## config.mk

```make
export PLATFORM = sky130hd
export DESIGN_NAME = kbd_char_buffer_flat
export DESIGN_NICKNAME = d
export VERILOG_FILES = /design/src/rtl/kbd_char_buffer_pkg.sv /design/src/rtl/kbd_char_buffer_if.sv /design/src/rtl/kbd_char_buffer_ascii_lut.sv /design/src/rtl/kbd_char_buffer.sv /design/src/flat_wrapper.sv
export SDC_FILE = /design/constraint.sdc
export NUM_CORES = 1
export LEC_CHECK = 0
export CAP_MARGIN = 10
export CORE_MARGIN = 2
export CORE_UTILIZATION = 60
export CTS_CLUSTER_DIAMETER = 150
export CTS_CLUSTER_SIZE = 12
export DETAILED_ROUTE_END_ITERATION = 8
export PLACE_DENSITY = 0.9
export SYNTH_ARGS = -nofsm -noshare
export SYNTH_HDL_FRONTEND = slang
export SYNTH_SLANG_ARGS = --single-unit
export TNS_END_PERCENT = 100
```

## constraint.sdc

```tcl
create_clock -name clk -period 4.4 [get_ports clk]
set_input_delay 0.88 -clock clk [delete_from_list [all_inputs] [get_ports clk]]
set_output_delay 0.88 -clock clk [all_outputs]
set_load 0.01 [all_outputs]
```

## src/rtl/kbd_char_buffer_pkg.sv

```systemverilog
// Shared definitions for the keyboard character buffer.
// Holds the scan-code set 2 prefix and modifier codes, the decoder state
// encoding and the control-character ASCII values.
package kbd_pkg;

  // Scan-code set 2 prefixes and modifier keys
  localparam logic [7:0] SC_EXT      = 8'hE0;
  localparam logic [7:0] SC_BRK      = 8'hF0;
  localparam logic [7:0] SC_LSHIFT   = 8'h12;
  localparam logic [7:0] SC_RSHIFT   = 8'h59;
  localparam logic [7:0] SC_CAPS     = 8'h58;
  // Extended (E0-prefixed) keypad keys that produce characters
  localparam logic [7:0] SC_KP_ENTER = 8'h5A;
  localparam logic [7:0] SC_KP_SLASH = 8'h4A;

  // ASCII control characters
  localparam logic [7:0] ASCII_CR    = 8'h0D;
  localparam logic [7:0] ASCII_BS    = 8'h08;
  localparam logic [7:0] ASCII_TAB   = 8'h09;
  localparam logic [7:0] ASCII_ESC   = 8'h1B;
  localparam logic [7:0] ASCII_SLASH = 8'h2F;

  // Prefix-tracking decoder state
  typedef enum logic [1:0] {
    ST_IDLE      = 2'd0,
    ST_BREAK     = 2'd1,
    ST_EXT       = 2'd2,
    ST_EXT_BREAK = 2'd3
  } kbd_state_e;

endpackage

```

## src/rtl/kbd_char_buffer_if.sv

```systemverilog
// Bus bundle between the keyboard character buffer and its neighbours.
//   Receiver side : rda, data
//   CPU side      : rd, clr_ovf, ascii, char_avail, count, overflow
//   Status        : shift, caps, dbg_state (decoder state, for observation)
// Handshake: a byte is offered by a rising edge of rda with data valid while
// rda is high (no back-pressure; the buffer always accepts). On the CPU side
// ascii is valid whenever char_avail is high, and each cycle with rd high and
// char_avail high consumes exactly one character; rd while empty is a no-op.
interface kbd_char_buffer_if
  import kbd_pkg::*;
#(
  parameter int AW = 4
);
  logic          rda;
  logic [7:0]    data;
  logic          rd;
  logic          clr_ovf;
  logic [7:0]    ascii;
  logic          char_avail;
  logic [AW:0]   count;
  logic          overflow;
  logic          shift;
  logic          caps;
  kbd_state_e    dbg_state;

  modport slave (
    input  rda, data, rd, clr_ovf,
    output ascii, char_avail, count, overflow, shift, caps, dbg_state
  );

  modport master (
    output rda, data, rd, clr_ovf,
    input  ascii, char_avail, count, overflow, shift, caps, dbg_state
  );
endinterface

```

## src/rtl/kbd_char_buffer_ascii_lut.sv

```systemverilog
// Combinational scan-code set 2 to ASCII translation.
//   code_i  : make code
//   shift_i : a shift key is held
//   caps_i  : caps-lock toggle state
//   ascii_o : translated character, 0x00 for unmapped codes
// Letters flip case on shift XOR caps; digits and punctuation only follow shift.
module kbd_ascii_lut
  import kbd_pkg::*;
(
  input  logic [7:0] code_i,
  input  logic       shift_i,
  input  logic       caps_i,
  output logic [7:0] ascii_o
);

  logic [7:0] lo;
  logic [7:0] hi;
  logic       is_letter;

  always_comb begin
    lo        = 8'h00;
    hi        = 8'h00;
    is_letter = 1'b0;
    case (code_i)
      // Letters: only the lowercase glyph is listed, uppercase derived below
      8'h1C: begin lo = "a"; is_letter = 1'b1; end
      8'h32: begin lo = "b"; is_letter = 1'b1; end
      8'h21: begin lo = "c"; is_letter = 1'b1; end
      8'h23: begin lo = "d"; is_letter = 1'b1; end
      8'h24: begin lo = "e"; is_letter = 1'b1; end
      8'h2B: begin lo = "f"; is_letter = 1'b1; end
      8'h34: begin lo = "g"; is_letter = 1'b1; end
      8'h33: begin lo = "h"; is_letter = 1'b1; end
      8'h43: begin lo = "i"; is_letter = 1'b1; end
      8'h3B: begin lo = "j"; is_letter = 1'b1; end
      8'h42: begin lo = "k"; is_letter = 1'b1; end
      8'h4B: begin lo = "l"; is_letter = 1'b1; end
      8'h3A: begin lo = "m"; is_letter = 1'b1; end
      8'h31: begin lo = "n"; is_letter = 1'b1; end
      8'h44: begin lo = "o"; is_letter = 1'b1; end
      8'h4D: begin lo = "p"; is_letter = 1'b1; end
      8'h15: begin lo = "q"; is_letter = 1'b1; end
      8'h2D: begin lo = "r"; is_letter = 1'b1; end
      8'h1B: begin lo = "s"; is_letter = 1'b1; end
      8'h2C: begin lo = "t"; is_letter = 1'b1; end
      8'h3C: begin lo = "u"; is_letter = 1'b1; end
      8'h2A: begin lo = "v"; is_letter = 1'b1; end
      8'h1D: begin lo = "w"; is_letter = 1'b1; end
      8'h22: begin lo = "x"; is_letter = 1'b1; end
      8'h35: begin lo = "y"; is_letter = 1'b1; end
      8'h1A: begin lo = "z"; is_letter = 1'b1; end
      // Digit row
      8'h16: begin lo = "1"; hi = "!"; end
      8'h1E: begin lo = "2"; hi = "@"; end
      8'h26: begin lo = "3"; hi = "#"; end
      8'h25: begin lo = "4"; hi = "$"; end
      8'h2E: begin lo = "5"; hi = "%"; end
      8'h36: begin lo = "6"; hi = "^"; end
      8'h3D: begin lo = "7"; hi = "&"; end
      8'h3E: begin lo = "8"; hi = "*"; end
      8'h46: begin lo = "9"; hi = "("; end
      8'h45: begin lo = "0"; hi = ")"; end
      // Punctuation
      8'h0E: begin lo = 8'h60; hi = "~"; end
      8'h4E: begin lo = "-";   hi = "_"; end
      8'h55: begin lo = "=";   hi = "+"; end
      8'h54: begin lo = "[";   hi = "{"; end
      8'h5B: begin lo = "]";   hi = "}"; end
      8'h5D: begin lo = 8'h5C; hi = "|"; end
      8'h4C: begin lo = ";";   hi = ":"; end
      8'h52: begin lo = 8'h27; hi = 8'h22; end
      8'h41: begin lo = ",";   hi = "<"; end
      8'h49: begin lo = ".";   hi = ">"; end
      8'h4A: begin lo = "/";   hi = "?"; end
      // Shift-independent keys
      8'h29: begin lo = 8'h20;     hi = 8'h20;     end
      8'h5A: begin lo = ASCII_CR;  hi = ASCII_CR;  end
      8'h66: begin lo = ASCII_BS;  hi = ASCII_BS;  end
      8'h0D: begin lo = ASCII_TAB; hi = ASCII_TAB; end
      8'h76: begin lo = ASCII_ESC; hi = ASCII_ESC; end
      default: ;
    endcase

    if (is_letter) begin
      hi      = lo - 8'h20;
      ascii_o = (shift_i ^ caps_i) ? hi : lo;
    end else begin
      ascii_o = shift_i ? hi : lo;
    end
  end

endmodule

```

## src/rtl/kbd_char_buffer.sv

```systemverilog
// Keyboard character buffer: decodes PS/2 scan-code set 2 bytes into ASCII
// and queues them in a first-word-fall-through FIFO for the CPU.
//   clk, rst : clock, synchronous active-high reset
//   bus      : kbd_char_buffer_if slave (rda/data in, rd/clr_ovf in,
//              ascii/char_avail/count/overflow/shift/caps/dbg_state out)
module kbd_char_buffer
  import kbd_pkg::*;
#(
  parameter int DEPTH = 16,
  parameter int AW    = 4
)(
  input  logic             clk,
  input  logic             rst,
  kbd_char_buffer_if.slave bus
);

  localparam logic [AW:0] CNT_ONE  = {{AW{1'b0}}, 1'b1};
  localparam logic [AW:0] CNT_FULL = (AW+1)'(DEPTH);
  localparam logic [AW-1:0] PTR_ONE = {{(AW-1){1'b0}}, 1'b1};

  logic            rda_q;
  logic            new_byte;
  kbd_state_e      state_q;
  logic            shift_q;
  logic            caps_q;
  logic [7:0]      lut_char;
  logic            push;
  logic [7:0]      push_char;

  logic [7:0]      mem_q [DEPTH];
  logic [AW-1:0]   wptr_q, rptr_q;
  logic [AW:0]     count_q, count_d;
  logic            overflow_q;
  logic            pop, full, push_ok, drop;

  // Only the rising edge of rda counts, so a level-style rda decodes once.
  assign new_byte = bus.rda & ~rda_q;

  kbd_ascii_lut u_lut (
    .code_i  (bus.data),
    .shift_i (shift_q),
    .caps_i  (caps_q),
    .ascii_o (lut_char)
  );

  // Decoder: prefix tracking plus shift/caps modifiers
  always_ff @(posedge clk) begin
    if (rst) begin
      rda_q   <= 1'b0;
      state_q <= ST_IDLE;
      shift_q <= 1'b0;
      caps_q  <= 1'b0;
    end else begin
      rda_q <= bus.rda;
      if (new_byte) begin
        case (state_q)
          ST_IDLE: begin
            if (bus.data == SC_EXT)
              state_q <= ST_EXT;
            else if (bus.data == SC_BRK)
              state_q <= ST_BREAK;
            else if (bus.data == SC_LSHIFT || bus.data == SC_RSHIFT)
              shift_q <= 1'b1;
            else if (bus.data == SC_CAPS)
              caps_q <= ~caps_q;
          end
          ST_BREAK: begin
            if (bus.data == SC_LSHIFT || bus.data == SC_RSHIFT)
              shift_q <= 1'b0;
            state_q <= ST_IDLE;
          end
          ST_EXT: begin
            state_q <= (bus.data == SC_BRK) ? ST_EXT_BREAK : ST_IDLE;
          end
          default: state_q <= ST_IDLE;
        endcase
      end
    end
  end

  // Character produced by this byte, written into the FIFO on the same edge
  always_comb begin
    push      = 1'b0;
    push_char = lut_char;
    if (new_byte) begin
      case (state_q)
        ST_IDLE: begin
          if (bus.data != SC_EXT && bus.data != SC_BRK &&
              bus.data != SC_LSHIFT && bus.data != SC_RSHIFT &&
              bus.data != SC_CAPS && lut_char != 8'h00)
            push = 1'b1;
        end
        ST_EXT: begin
          if (bus.data == SC_KP_ENTER) begin
            push      = 1'b1;
            push_char = ASCII_CR;
          end else if (bus.data == SC_KP_SLASH) begin
            push      = 1'b1;
            push_char = ASCII_SLASH;
          end
        end
        default: ;
      endcase
    end
  end

  // FIFO control. A pop frees a slot in the same cycle, so a push while
  // full still succeeds when rd is high; an empty FIFO ignores the pop.
  assign full    = (count_q == CNT_FULL);
  assign pop     = bus.rd && (count_q != '0);
  assign push_ok = push && (!full || pop);
  assign drop    = push && full && !pop;

  always_comb begin
    count_d = count_q;
    if (push_ok && !pop)
      count_d = count_q + CNT_ONE;
    else if (!push_ok && pop)
      count_d = count_q - CNT_ONE;
  end

  always_ff @(posedge clk) begin
    if (rst) begin
      wptr_q     <= '0;
      rptr_q     <= '0;
      count_q    <= '0;
      overflow_q <= 1'b0;
    end else begin
      if (push_ok) wptr_q <= wptr_q + PTR_ONE;
      if (pop)     rptr_q <= rptr_q + PTR_ONE;
      count_q <= count_d;
      // A drop in the same cycle as clr_ovf keeps the flag set
      if (drop)
        overflow_q <= 1'b1;
      else if (bus.clr_ovf)
        overflow_q <= 1'b0;
    end
  end

  // Storage is not reset; the empty-gate on ascii hides stale contents.
  always_ff @(posedge clk) begin
    if (push_ok) mem_q[wptr_q] <= push_char;
  end

  assign bus.ascii      = (count_q != '0) ? mem_q[rptr_q] : 8'h00;
  assign bus.char_avail = (count_q != '0);
  assign bus.count      = count_q;
  assign bus.overflow   = overflow_q;
  assign bus.shift      = shift_q;
  assign bus.caps       = caps_q;
  assign bus.dbg_state  = state_q;

endmodule
```

## src/flat_wrapper.sv

```systemverilog
// flat-port wrapper written by rule: the top's interface ports become plain ports
module kbd_char_buffer_flat import kbd_pkg::*;
#(
  parameter int DEPTH = 16,
  parameter int AW    = 4
)
  (clk, rst, bus_rda, bus_data, bus_rd, bus_clr_ovf, bus_ascii, bus_char_avail, bus_count, bus_overflow, bus_shift, bus_caps, bus_dbg_state);
  kbd_char_buffer_if #(.AW(AW)) bus_i ();
  input  logic clk;
  input  logic rst;
  input wire logic [$bits(bus_i.rda)-1:0] bus_rda;
  input wire logic [$bits(bus_i.data)-1:0] bus_data;
  input wire logic [$bits(bus_i.rd)-1:0] bus_rd;
  input wire logic [$bits(bus_i.clr_ovf)-1:0] bus_clr_ovf;
  output wire logic [$bits(bus_i.ascii)-1:0] bus_ascii;
  output wire logic [$bits(bus_i.char_avail)-1:0] bus_char_avail;
  output wire logic [$bits(bus_i.count)-1:0] bus_count;
  output wire logic [$bits(bus_i.overflow)-1:0] bus_overflow;
  output wire logic [$bits(bus_i.shift)-1:0] bus_shift;
  output wire logic [$bits(bus_i.caps)-1:0] bus_caps;
  output wire logic [$bits(bus_i.dbg_state)-1:0] bus_dbg_state;
  assign bus_i.rda = bus_rda;
  assign bus_i.data = bus_data;
  assign bus_i.rd = bus_rd;
  assign bus_i.clr_ovf = bus_clr_ovf;
  assign bus_ascii = bus_i.ascii;
  assign bus_char_avail = bus_i.char_avail;
  assign bus_count = bus_i.count;
  assign bus_overflow = bus_i.overflow;
  assign bus_shift = bus_i.shift;
  assign bus_caps = bus_i.caps;
  assign bus_dbg_state = bus_i.dbg_state;
  kbd_char_buffer #(.DEPTH(DEPTH), .AW(AW)) u_core (.clk(clk), .rst(rst), .bus(bus_i));
endmodule
```

==> flow_summary.ini, run 1 <==
[routing]
avgRoutedWirePerCell_um = 25.2
vias = 5722
drc = 0
ant_nets = 0
viasPerCell = 6.65
first_iter_violations = 911
drt-total-wl_um = 21600
drtPass1Iterations = 5

[placement]
dp_hpwl_um = 14300
portBuffers = 31
place.gp.congestion = 1.00
place_area_sq_um = 8740
dp_slack_ps = -199

[floorplanning]
ios = 32
rows = 41
die_h_um = 118
die_w_um = 118
core_area_sq_um = 12600
die_area_sq_um = 13800
start_util_pct = 61.4

[min_path]
holdPathEnd = u_core.bus.overflow$_SDFFE_PP0P_
hold_start = u_core.bus.overflow$_SDFFE_PP0P_
hold_path.class = flip-flop to flip-flop
whs_path_depth = 2

[timing]
setup_slack_ps = 259
setup_tns_ps = 0
hold_violations = 0
period_share_pct = 94.1
timing.final.crit_period_ps = 4140
clock_skew_ps = 19.7
setup_viol = 0
fmax_mhz = 241
rsz0062_at_grt = no
tightestPinTransition_ps = 1190
slew_headroom_pct = 20.7
finalMaxSlewViolations = 0

[final_layout]
drive_above_1_share_pct = 28.8
fin_area_sq_um = 9340
fin_nets = 699
diodes = 0
fin_util_pct = 74.0
synthToLayoutAreaGrowth_pct = 20.4

[yosys]
yosys.area.top_type = edfxtp_1
synthCells = 566
yosysWarnings = 0
avgSynthCellArea_sq_um = 13.7
yosysMostFrequentCell = edfxtp_1
synth-edff-count = 128
synth_cell_types = 87
synthFlopType = edfxtp_1
netlist_area_sq_um = 7750
yosys-top-cells-area = edfxtp_1 50%, mux4_2 12%, dfxtp_1 5.9%, nor2_1 1.9%, ha_1 1.6%
ys_seq_area_share_pct = 55.5
yosysTopAreaCellShare_pct = 49.6
synth_commonest_cells = 128 x edfxtp_1, 40 x mux4_2, 40 x nor2_1
synth_seq_cells = 151
syn_nets = 590
async_flop_share_pct = 0

[setup_path]
setup.worst_path.end_class = flip-flop
critical_path.max_stage_delay_ps = 630
crit_arrival_ps = 4490
critical_path.reg2reg.startpoint = u_core.bus.count[0]$_SDFFE_PP0P_
path_cells = clkdlybuf4s50_1, and4bb_1, a32o_1, a31oi_2, o2111ai_4, o41ai_4, a21oi_4, ha_1, inv_1, ha_1, a21o_1, a21oi_1, xnor2_1, or3_1, a21oi_1
timing.rr.end = u_core.bus.count[4]$_SDFFE_PP0P_
required_ps = 4750
critPathKind = input pin to flip-flop
cp_max_fo = 9
cp.buffers_inverters = 2
r2r_setup_slack_ps = 1200
crit_path_start_kind = input pin
r2r_cells = 13
crit_family = compound AO/OA/AOI/OAI gates
cp_slowest_cell = clkdlybuf4s50_1

[grt]
antenna_found_initial = 0
track_usage_pct = 32.8
grt_pass1_wl_um = 33700
grt_max_degree = 33
grt_pass1_vias = 5866
grt_overflow_total = 0

[clocking]
h-tree-depth = 4
cts-root-buf = clkbuf_16
hold_buffers = 0
clk_pin_slew_ps = 60
cts_tree = yes
cts_buffers = 17
clock_sinks = 151
cts_setup_buffers = 0
clk_path_buf_depth = 2
clock_latency_ps = 430

[power_and_ir_drop]
peakVddDrop_mv = 0.412
power_density_nw_per_um2 = 450
leakage_nw = 3.29

[flow_run]
max-cap-violations = 0

[run_status]
status = finished clean
[cells by family (layout without fill, tap and decap cells)]
logic type / count (synthesis) / in the layout / share of synthesized area (%)
AND/OR/NAND/NOR: 198 / 198 / 15.4
flip-flops: 151 / 151 / 55.5
multiplexers: 45 / 45 / 12.4
adder cells (fa/ha/maj): 11 / 11 / 1.87
XOR/XNOR: 9 / 9 / 1.02
AO/OA/AOI/OAI: 102 / 102 / 10.1
buffers and inverters: 50 / 172 / 3.78
[state kept, by name, summed over array words and instances (netlist names), named ones only]
signal,flops
u_core.rptr_q,4
u_core.bus.count,5
u_core.wptr_q,4
u_core.rda_q,1
u_core.bus.dbg_state,2
u_core.bus.overflow,1
u_core.mem_q,128
u_core.bus.caps,1
u_core.bus.shift,1
[worst min-delay path, delay by kind of cell, from the launching register on]
family | cells | cell delay, ps
DFF | 1 | 310
and+or+nand+nor | 1 | 70
AOI/OAI and AO/OA | 1 | 50
[power by group]
part | internal [W] | switching (W)
sequential | 0.00160 | 0.0000706
combinational | 0.000588 | 0.000517
clock | 0.000834 | 0.000591
total | 0.00302 | 0.00118
[metrics by stage]
stage | total power [W] | hold WS [ps] | std cells
after floorplan | 0.00234 | 463 | 566
after global placement | 0.00274 | 462 | 825
after detailed placement | 0.00279 | 470 | 825
after CTS | 0.00421 | 491 | 857
after global routing | 0.00434 | 533 | 860
final | 0.00420 | 486 | 860
[worst max path at each step]
stage                           start                                to  slack [ps]  depth (start not counted)
after floorplan           bus_data[0]  u_core.bus.count[4]$_SDFFE_PP0P_         290                         16
after global placement    bus_data[5]  u_core.bus.count[4]$_SDFFE_PP0P_        -130                         16
after detailed placement  bus_data[0]  u_core.bus.count[4]$_SDFFE_PP0P_        -200                         14
after CTS                 bus_data[0]  u_core.bus.count[4]$_SDFFE_PP0P_         230                         14
after global routing      bus_data[0]  u_core.bus.count[4]$_SDFFE_PP0P_          30                         15
final                     bus_data[0]  u_core.bus.count[4]$_SDFFE_PP0P_         260                         15
[cell usage in the layout (no fill, tap or decap), drive strengths merged, types with 5 or more instances in the layout]
master	count
clkinv	5
a21o	5
nand2b	13
nor2b	19
inv	16
nand3	21
and3	15
nor3	8
dfxtp	23
nor2	41
nand2	28
clkbuf	20
nor3b	8
a211oi	6
o211ai	5
a22oi	10
clkdlybuf4s50	31
o22ai	6
o21ai	17
nor4b	5
a21oi	22
and2	6
buf	95
mux4	40
ha	10
xor2	7
edfxtp	128
a31oi	6
[cell type report]
cell class | count | area (sq um)
timing repair buffer | 126 | 1040
fill | 816 | 3280
clock buffer | 20 | 437
tap | 172 | 215
sequential | 151 | 4310
clock inverter | 12 | 128
multi-input combinational | 365 | 3160
inverter | 14 | 55.1
[routing by layer]
metal / vias up / global-route usage (%) / wire [um]
li1: 2447 / - / -
met1: 2785 / 39.6 / 7660
met2: 403 / 55.5 / 11000
met3: 85 / 7.07 / 1870
met4: 2 / 16.9 / 1030
met5: - / 2.21 / 39
[timing repair]
item	CTS	global route
resized for setup	0	1
hold endpoints to repair	0	0
endpoints found under the setup margin	0	1
No activity file was read; power rests on OpenSTA's default activity.
==> inputs of run 2 (changes only) <==
SLEW_MARGIN = 20   (was not set)
==> flow_summary.ini, run 2 (synthesized netlist as in run 1, its figures left out) <==
[power_and_ir_drop]
p_sw_w = 0.00117
leakage_nw = 3.27
internal_power_w = 0.00302
power_density_nw_per_um2 = 449
power.total_w = 0.00419
seq_power_share_pct = 39.8
switching_share_pct = 28.0
p_comb_share_pct = 26.3
peakVddDrop_mv = 0.412
power_frac_clock_pct = 33.9

[grt]
grt_pass1_vias = 5866
grt_overflow_total = 0
grt_max_degree = 33
antenna_found_initial = 0
grt_pass1_wl_um = 33700
track_usage_pct = 32.8

[final_layout]
fin_util_pct = 74.0
fillerInstances = 809
most-common-layout-cells = 128 x edfxtp_1, 91 x buf_4, 40 x nor2_1, 40 x mux4_2, 31 x clkdlybuf4s50_1
synthToLayoutAreaGrowth_pct = 20.5
final_common_cell = edfxtp_1
drive_above_1_share_pct = 29.1
diodes = 0
fin_area_sq_um = 9340
largest_reg_flops = 128
fin_nets = 696
regMostFlops = u_core.mem_q

[setup_path]
cp_slowest_cell = clkdlybuf4s50_1
cp_max_fo = 9
setup.worst_path.end_class = flip-flop
cp.buffers_inverters = 2
critical_path.max_stage_delay_ps = 550
required_ps = 4750
crit_path_start_kind = input pin
crit_family = compound AO/OA/AOI/OAI gates
path_cells = clkdlybuf4s50_1, nand2b_1, or4_1, a31oi_1, o41ai_4, a21oi_4, ha_1, inv_1, ha_1, a21o_1, a21oi_1, xnor2_1, or3_1, a21oi_1
crit_arrival_ps = 4490
critPathKind = input pin to flip-flop

[run_status]
status = finished clean

[routing]
drc = 0
avgRoutedWirePerCell_um = 25.2
ant_nets = 0
drt-total-wl_um = 21600
viasPerCell = 6.59
vias = 5651
first_iter_violations = 758
drtPass1Iterations = 8

[clocking]
clock_sinks = 151
clk_pin_slew_ps = 60
cts-root-buf = clkbuf_16
cts_buffers = 17
clock_latency_ps = 430
clk_path_buf_depth = 2
hold_buffers = 0
h-tree-depth = 4
cts_tree = yes

[placement]
place_area_sq_um = 8740
dp_hpwl_um = 14300
portBuffers = 31
place.gp.congestion = 1.00

[timing]
tightestPinTransition_ps = 708
clock_skew_ps = 16.7
timing.final.crit_period_ps = 4130
slew_headroom_pct = 52.8
setup_viol = 0
finalMaxSlewViolations = 0
fmax_mhz = 242
rsz0062_at_grt = no
period_share_pct = 94.0
hold_violations = 0

[floorplanning]
start_util_pct = 61.4
die_w_um = 118
die_h_um = 118
die_area_sq_um = 13800
rows = 41
ios = 32
core_area_sq_um = 12600

[flow_run]
max-cap-violations = 0

[min_path]
hold_path.class = flip-flop to flip-flop
## run 2: power by group through the flow
stage / logic (W) / clock network (W) / registers, W
2_1_floorplan: 0.000681 / 0 / 0.00166
3_3_place_gp: 0.00104 / 0 / 0.00169
3_5_place_dp: 0.00109 / 0 / 0.00170
4_1_cts: 0.00111 / 0.00143 / 0.00167
5_1_grt: 0.00118 / 0.00148 / 0.00168
6_report: 0.00110 / 0.00142 / 0.00167
## run 2: worst paths after layout
check | to | startpoint | slack (ps) | cells past startpoint
worst max register to register | u_core.bus.count[4]$_SDFFE_PP0P_ | u_core.bus.count[0]$_SDFFE_PP0P_ | 1200 | 13
worst min register to register | u_core.bus.overflow$_SDFFE_PP0P_ | u_core.bus.overflow$_SDFFE_PP0P_ | 490 | 2
worst max-delay path | u_core.bus.count[4]$_SDFFE_PP0P_ | bus_data[0] | 270 | 14
worst min-delay path | u_core.bus.overflow$_SDFFE_PP0P_ | u_core.bus.overflow$_SDFFE_PP0P_ | 490 | 2
## run 2: timing repair
action                                  4_1_cts  5_1_grt
gates resized for setup                       0        1
endpoints found under the setup margin        0        1
buffers inserted                              0        0
## run 2: worst register-to-register path, delay by kind of cell (launching register included)
family | cells | cell delay, ps
simple gates | 4 | 1240
fa+ha+maj | 2 | 520
compound gates | 3 | 510
buf+inv | 3 | 410
flops | 1 | 370
xor+xnor | 1 | 90
## run 2: area by class of cell
type | instances | area [sq um] | share of cell area [%]
Inverter | 14 | 55.1 | 0.590
Clock buffer | 20 | 437 | 4.68
Multi-Input combinational cell | 365 | 3180 | 34.1
Timing Repair Buffer | 123 | 1010 | 10.9
Tap cell | 172 | 215 | 2.30
Sequential cell | 151 | 4310 | 46.1
Clock inverter | 12 | 128 | 1.37
## run 2: through the flow
step / hold WS, ps / cells / setup TNS [ps] / setup WS (ps)
finish: 486 / 857 / 0 / 266
CTS: 491 / 857 / 0 / 228
global route: 533 / 857 / 0 / 33.3
floorplan: 463 / 566 / 0 / 286
detailed placement: 470 / 825 / -583 / -199
global placement: 462 / 825 / -127 / -127
## run 2: routing by layer
| layer | track usage [%] | routed length [um] |
|---|---|---|
| met3 | 7.07 | 1670 |
| met1 | 39.6 | 7820 |
| met5 | 2.21 | 40 |
| met4 | 16.9 | 958 |
| met2 | 55.5 | 11100 |
